### config.mk
export PLATFORM = sky130hd
export DESIGN_NAME = vertex_fetch_arbiter
export DESIGN_NICKNAME = d
export VERILOG_FILES = /design/src/rtl/vertex_fetch_arbiter.sv
export SDC_FILE = /design/constraint.sdc
export NUM_CORES = 1
export LEC_CHECK = 0
export BUFFER_PORTS_ARGS = -buffer_cell sky130_fd_sc_hd__buf_2
export CAP_MARGIN = 40
export CORE_AREA = 2 2 105 107
export CTS_CLUSTER_DIAMETER = 30
export CTS_CLUSTER_SIZE = 10
export DETAILED_ROUTE_END_ITERATION = 16
export DIE_AREA = 0 0 107 109
export GPL_TIMING_DRIVEN = 0
export HOLD_SLACK_MARGIN = 0.08
export PLACE_DENSITY = 0.69
export REMOVE_ABC_BUFFERS = 1
export SYNTH_ARGS = -nofsm -noshare
export SYNTH_HDL_FRONTEND = slang
export SYNTH_SLANG_ARGS = --single-unit
### constraint.sdc
create_clock -name clk_in -period 6.6 [get_ports clk_in]
set_clock_uncertainty 0.2 [all_clocks]
set_input_delay 1.98 -clock clk_in [delete_from_list [all_inputs] [get_ports clk_in]]
set_output_delay 1.98 -clock clk_in [all_outputs]
set_load 0.005 [all_outputs]
### src/rtl/vertex_fetch_arbiter.sv
// vertex_fetch_arbiter: round-robin arbiter with optional bounded lock in front of a
// single-port vertex ROM. It issues at most one read per cycle, registers the ROM
// address, and carries a {valid, index} tag alongside each read so the returned word
// can be steered back to the requester that asked for it.
module vertex_fetch_arbiter #(
    parameter int unsigned NUM_REQ     = 3,
    parameter int unsigned ADDR_WIDTH  = 16,
    parameter int unsigned DATA_WIDTH  = 96,
    parameter int unsigned RAM_LATENCY = 2,
    parameter int unsigned MAX_BURST   = 3
) (
    input  logic                                clk_in,
    input  logic                                rst_in,
    input  logic [NUM_REQ-1:0]                  req_in,
    input  logic [NUM_REQ-1:0][ADDR_WIDTH-1:0]  addr_in,
    input  logic [NUM_REQ-1:0]                  lock_in,
    output logic [NUM_REQ-1:0]                  gnt_out,
    output logic [ADDR_WIDTH-1:0]               ram_addr_out,
    input  logic [DATA_WIDTH-1:0]               ram_data_in,
    output logic [NUM_REQ-1:0]                  rsp_valid_out,
    output logic [DATA_WIDTH-1:0]               rsp_data_out,
    output logic                                busy_out
);

    localparam int unsigned IDX_W  = (NUM_REQ > 1) ? $clog2(NUM_REQ) : 1;
    localparam int unsigned CNT_W  = (MAX_BURST > 0) ? $clog2(MAX_BURST + 1) : 1;
    localparam int unsigned STAGES = RAM_LATENCY + 1;

    localparam logic [IDX_W-1:0] LAST_RST  = IDX_W'(NUM_REQ - 1);
    localparam logic [CNT_W-1:0] BURST_MAX = CNT_W'(MAX_BURST);

    // Arbitration state
    logic [IDX_W-1:0]              last_gnt;
    logic                          lock_pend;
    logic [CNT_W-1:0]              burst_cnt;

    // In-flight read tags, stage STAGES-1 lines up with ram_data_in
    logic [STAGES-1:0]             tag_vld;
    logic [STAGES-1:0][IDX_W-1:0]  tag_idx;

    // Combinational decisions
    logic                          rr_found;
    logic [IDX_W-1:0]              rr_idx;
    logic [IDX_W-1:0]              rr_cand;
    logic                          lock_win;
    logic                          gnt_any;
    logic [IDX_W-1:0]              gnt_idx;
    logic                          lock_nxt;
    logic [CNT_W-1:0]              burst_nxt;

    // Round-robin search starting just after the last granted requester
    always_comb begin
        rr_found = 1'b0;
        rr_idx   = '0;
        rr_cand  = '0;
        for (int unsigned k = 1; k <= NUM_REQ; k++) begin
            rr_cand = IDX_W'((32'(last_gnt) + k) % NUM_REQ);
            if (!rr_found && req_in[rr_cand]) begin
                rr_found = 1'b1;
                rr_idx   = rr_cand;
            end
        end
    end

    // The previous grantee keeps the port while it holds lock and the burst is not spent
    assign lock_win = lock_pend && req_in[last_gnt] && (burst_cnt < BURST_MAX);

    // Grant selection and next lock/burst state
    always_comb begin
        gnt_any   = 1'b0;
        gnt_idx   = last_gnt;
        gnt_out   = '0;
        lock_nxt  = 1'b0;
        burst_nxt = '0;
        if (!rst_in) begin
            if (lock_win) begin
                gnt_any = 1'b1;
                gnt_idx = last_gnt;
            end else if (rr_found) begin
                gnt_any = 1'b1;
                gnt_idx = rr_idx;
            end
        end
        if (gnt_any) begin
            gnt_out[gnt_idx] = 1'b1;
            lock_nxt         = lock_in[gnt_idx];
            if (lock_in[gnt_idx]) begin
                // A round-robin grant with lock held opens a new burst of length one
                burst_nxt = lock_win ? (burst_cnt + CNT_W'(1)) : CNT_W'(1);
            end
        end
    end

    // Arbitration state, ROM address register and tag pipeline
    always_ff @(posedge clk_in) begin
        if (rst_in) begin
            last_gnt     <= LAST_RST;
            lock_pend    <= 1'b0;
            burst_cnt    <= '0;
            ram_addr_out <= '0;
            tag_vld      <= '0;
            tag_idx      <= '0;
        end else begin
            lock_pend  <= lock_nxt;
            burst_cnt  <= burst_nxt;
            tag_vld[0] <= gnt_any;
            tag_idx[0] <= gnt_idx;
            for (int unsigned s = 1; s < STAGES; s++) begin
                tag_vld[s] <= tag_vld[s-1];
                tag_idx[s] <= tag_idx[s-1];
            end
            if (gnt_any) begin
                last_gnt     <= gnt_idx;
                ram_addr_out <= addr_in[gnt_idx];
            end
        end
    end

    // One-hot response strobe from the last tag stage, silenced while in reset
    always_comb begin
        rsp_valid_out = '0;
        if (!rst_in && tag_vld[STAGES-1]) begin
            rsp_valid_out[tag_idx[STAGES-1]] = 1'b1;
        end
    end

    assign rsp_data_out = ram_data_in;
    assign busy_out     = !rst_in && (|tag_vld);

endmodule

# Yosys cells after proc, flatten, opt, wreduce, memory -nomap -nowiden
# Index checks and enable logic that the tools add are counted.
dict set report totals {
  output_inout_bits 119
  register_bits 30
  wordCells 74
}
dict set report op_classes {
  magnitude_cmp 9
  bitwise 3
  n_addsub 4
  n_mux 31
  n_reduce_logical 15
  div 3
}
# cell n
set ops {}
lappend ops {{remainder unit 32 x 2 -> 32 bit (second input constant)} 3}
lappend ops {{binary-select mux 16 bit (select 2 bit)} 1}
lappend ops {{< comparator 2 x 3 -> 1 bit (second input constant)} 6}
lappend ops {{two-way mux 16 bit} 1}
lappend ops {{two-way mux 1 bit} 14}
lappend ops {{two-way mux 2 bit} 6}
lappend ops {{binary-select mux 1 bit (select 2 bit)} 5}
lappend ops {{logical AND 1 bit} 8}
lappend ops {{adder 2 x 2 -> 3 bit (second input constant)} 2}
lappend ops {{two-way mux 3 bit} 2}
lappend ops {{OR reduction 3 bit} 2}
lappend ops {{demux 1 bit (select 2 bit)} 2}
lappend ops {{greater-or-equal comparator 2 x 1 -> 1 bit (second input constant)} 2}
lappend ops {{OR reduction 4 bit} 1}
lappend ops {{adder 2 x 1 -> 3 bit (second input constant)} 1}
lappend ops {{zero test 1 bit} 3}
lappend ops {{NOT 1 bit} 3}
lappend ops {{adder 2 x 1 -> 2 bit (second input constant)} 1}
lappend ops {{< comparator 2 bit (second input constant)} 1}
lappend ops {{OR reduction 2 bit} 1}

# Logic depth before layout (Yosys ltp)
dict set report logic_depth {
  word_depth 19
  mapped_depth 11
  ltp_nobuf 8
}

# Worst setup path before layout
# No wires, ideal clock.
dict set report synth_timing {
  path_kind {in2out}
  startpoint {input req_in[1]}
  endpoint {output gnt_out[1]}
  n_path_buf 1
  slack_ns 0.984
  arrival_ns 3.436
  stages 7
  t_required_ns 4.420
  cell_sequence {a221o_1 > o32a_2 > and3_4 > nor4b_2 > nor2_2 > buf_4 > nor2_1}
}
dict set report synth_between {
  elab_chain_len 17
}
# element line_no
set synth_rtl {}
lappend synth_rtl {{start: declaration} 14} ;# input logic [NUM_REQ-1:0] req_in,
lappend synth_rtl {{binary-select mux 1 bit (select 2 bit)} 58} ;# if (!rr_found && req_in[rr_cand]) begin
lappend synth_rtl {{two-way mux 1 bit (implied by the code)} 58}
lappend synth_rtl {{two-way mux 1 bit} 58}
lappend synth_rtl {{zero test 1 bit} 58}
lappend synth_rtl {{logical AND 1 bit} 58}
lappend synth_rtl {{two-way mux 1 bit} 58}
lappend synth_rtl {{zero test 1 bit} 58}
lappend synth_rtl {{logical AND 1 bit} 58}
lappend synth_rtl {{two-way mux 2 bit or two-way mux 1 bit (tied branches)} 58}
lappend synth_rtl {{two-way mux 2 bit} 79} ;# end else if (rr_found) begin
lappend synth_rtl {{two-way mux 2 bit} 76} ;# if (lock_win) begin
lappend synth_rtl {{two-way mux 2 bit} 75} ;# if (!rst_in) begin
lappend synth_rtl {{< comparator 2 x 3 -> 1 bit (implied by the code) or greater-or-equal comparator 2 x 1 -> 1 bit (tied branches)} 85} ;# gnt_out[gnt_idx] = 1'b1;
lappend synth_rtl {{logical AND 1 bit (implied by the code)} 85}
lappend synth_rtl {{two-way mux 1 bit (implied by the code)} 85}
lappend synth_rtl {{demux 1 bit (select 2 bit)} 85}
lappend synth_rtl {{two-way mux 3 bit *} 84} ;# if (gnt_any) begin
lappend synth_rtl {{end: declaration} 17} ;# output logic [NUM_REQ-1:0] gnt_out,
# Mark *: on every way between the ends. The rest lies on a longest branch, timed or not. The select of a mux whose other input is x is not followed.

# Final worst setup path
dict set report layout_timing {
  startpoint {input rst_in}
  endpoint {output gnt_out[0]}
}
dict set report layout_between {
  elab_chain_len 6
}
# element line_no
set layout_rtl {}
lappend layout_rtl {{start: declaration} 13} ;# input logic rst_in,
lappend layout_rtl {{two-way mux 2 bit} 75}
lappend layout_rtl {{< comparator 2 x 3 -> 1 bit (implied by the code) or greater-or-equal comparator 2 x 1 -> 1 bit (tied branches)} 85}
lappend layout_rtl {{logical AND 1 bit (implied by the code)} 85}
lappend layout_rtl {{two-way mux 1 bit (implied by the code)} 85}
lappend layout_rtl {{demux 1 bit (select 2 bit)} 85}
lappend layout_rtl {{two-way mux 3 bit *} 84}
# Mark *: on every way between the ends. The rest lies on a longest branch, timed or not.

==> flow_summary.yaml <==
outcome:
  status: "complete, no violations"
routing:
  drc: 0
  first_pass_iters: 4
  met2WireLength_microns: 7190
  antenna_left: 0
  wl_per_cell_microns: 40.1
  wirelength_microns: 16400
  highest_layer: "met5"
  drtIter0Drc: 68
  vias_per_cell: 5.11
  wl_met1_microns: 2560
  vias: 2083
  route.met3.wl_microns: 5080
global_route:
  grt_pass1_vias: 1873
  grt_overflow_total: 0
  antenna_found_initial: 0
  grt_pass1_wl_microns: 19800
  track_usage_pct: 27.4
  grt_max_degree: 22
floorplan:
  fp.dieH_microns: 109
  coreArea_sq_um: 10600
  die_area_sq_um: 11700
  boundaryPins: 271
  start_util_pct: 23.2
  die_w_microns: 107
  std_cell_rows: 38
worst_setup_path:
  slowest_delay_ns: 0.60
  end_kind: "output port"
  cp_common_cell: "buf_2"
  slowest_stage: "inv_1"
  cp.required_ns: 4.42
  cp-start-kind: "input pin"
  crit_type: "in -> out"
  crit_fanout: 21
  cp.arrival_ns: 4.14
  crit_chain: "buf_2, inv_1, o21ai_0, o22a_1, buf_8, nor2_1, buf_2"
logic_synthesis:
  syn_area_sq_um: 2460
  synthAdderAreaFrac_pct: 2.54
  ys_seq_area_share_pct: 24.4
  yosys.area_share.simple_pct: 15.4
  synth_top_family_by_area: "buffers and inverters"
  yosys.area_share.xor_xnor_pct: 0
  ys_warn_count: 0
  synthArstFlopShare_pct: 0
  synthFlopType: "dfxtp_1"
  synth_cells: 286
  synth_seq_cells: 30
  synth_compound_area_share_pct: 15.3
  synthMuxAreaShare_pct: 8.23
  synth-edff-count: 0
  avgSynthCellArea_sq_um: 8.61
  yosysUniqueCellTypes: 50
place:
  gp_congestion: 1.06
  portBuffers: 78
  dp_hpwl_microns: 15100
sta:
  fin_tns_setup_ns: 0
  hold_viol: 0
  setup_viol: 0
  period_needed_ns: 6.32
  min_period_over_period_pct: 95.8
  maxSlewViolCount: 0
  slew-limit-headroom_pct: 47.2
  worst_pin_slew_ns: 0.789
  fmax_mhz: 158
  rsz0062_at_grt: "false"
finish:
  final_cell_mix: "78 x buf_2, 37 x nand2_1, 30 x dfxtp_1, 18 x mux2i_1, 18 x o221ai_1"
  nets: 425
  drive_above_1_share_pct: 37.7
  syn_to_final_growth_pct: -5.28
  num_antenna_cells: 0
  final_common_cell: "buf_2"
cts:
  clock_path_buffers: 2
  cts_tree: "done"
  path_clk_slew_ns: 0.06
  insertion_delay_ns: 0.28
  cts_buffers: 5
  htreeDepth: 2
  cts_sinks: 30
  cts_root_buf: "clkbuf_8"
power:
  p_total_uw: 987
  p_leak_nw: 1.08
  clkPwrFrac_pct: 14.0
  p_per_area_nw_per_um2: 423
  seq_power_share_pct: 27.9
  ir_drop_mv: 0.119
  internal_power_uw: 563
  p_comb_share_pct: 58.1
  p_sw_share_pct: 42.9
  p_sw_uw: 423
run:
  max_cap_violations: 0
worst_hold_path:
  hold_class: "reg -> reg"
stage by stage:
step	worst slack, ns	util [%]	instance area (sq um)	instances	hold WS, ns
6_report	0.280	22.0	2330	408	0.238
5_1_grt	0.115	22.0	2330	408	0.266
4_1_cts	0.140	22.0	2330	408	0.240
3_5_place_dp	0.153	21.2	2250	401	0.225
3_3_place_gp	-0.0336	20.9	2210	398	0.219
2_1_floorplan	0.715	-	1650	180	0.214
area by class of cell:
class	instances	area, sq um
clock buffers	7	76.3
fillers	1180	8270
inverters	7	26.3
multi-input cells	143	1030
flip-flops and latches	30	601
well taps	140	175
repair buffers	81	428
synth_stat cells (2+ instances only):
| master | n | area share (%) |
|---|---|---|
| a211oi_1 | 2 | 0.61 |
| a21oi_1 | 2 | 0.41 |
| buf_4 | 97 | 30 |
| buf_6 | 4 | 1.8 |
| clkbuf_1 | 2 | 0.30 |
| dfxtp_1 | 30 | 24 |
| ha_1 | 5 | 2.5 |
| inv_1 | 7 | 1.1 |
| mux2_2 | 2 | 0.91 |
| mux2i_1 | 18 | 7.3 |
| nand2_1 | 37 | 5.6 |
| nor2_1 | 10 | 1.5 |
| nor2b_1 | 8 | 2.0 |
| nor3_1 | 4 | 0.81 |
| nor4bb_1 | 2 | 0.81 |
| o211ai_1 | 2 | 0.61 |
| o21a_1 | 2 | 0.61 |
| o21ai_0 | 3 | 0.61 |
| o221ai_1 | 18 | 6.4 |
power by group through the flow:
stage               clock [mW]  combinational [mW]  sequential [mW]
floorplan                    0               0.375            0.274
global placement             0               0.528            0.277
global route             0.153               0.627            0.282
finish                   0.138               0.573            0.275
CTS                      0.146               0.571            0.275
detailed placement           0               0.571            0.277
sequential cells by signal, indices dropped and copies added, names as in the netlist:
signal        cells
ram_addr_out     16
tag_idx           6
tag_vld           3
burst_cnt         2
last_gnt          2
lock_pend         1
critical path: cells and delay by family:
family          cells  cell delay (ns)
simple gates        1             0.10
compound gates      2             0.88
buf+inv             4             1.17
final timing paths:
kind	depth (start not counted)	slack (ns)	startpoint	endpoint
setup / recovery	7	0.28	rst_in	gnt_out[0]
hold / removal	1	0.24	tag_idx[3]	tag_idx[5]
setup reg to reg	9	3.21	last_gnt[0]	ram_addr_out[7]
hold reg to reg	1	0.24	tag_idx[3]	tag_idx[5]
timing repair:
| item | CTS | global route |
|---|---|---|
| resized for setup | 0 | 1 |
| hold buffers | 0 | 0 |
| setup endpoints to repair | 0 | 1 |
| buffers inserted | 0 | 0 |
layer usage:
layer,vias to the layer above,global-route usage [%]
met1,924,11.5
met2,255,42.2
met5,-,8.93
li1,854,-
met3,44,40.7
met4,6,21.2
cell families (layout without fill, tap and decap cells):
kind of cell | count (synthesis) | in the layout
AOI/OAI and AO/OA | 44 | 44
and+or+nand+nor | 74 | 74
DFF | 30 | 30
buffers and inverters | 113 | 95
adders and majority gates | 5 | 5
muxes | 20 | 20
Power figures use the tool's default switching activity.
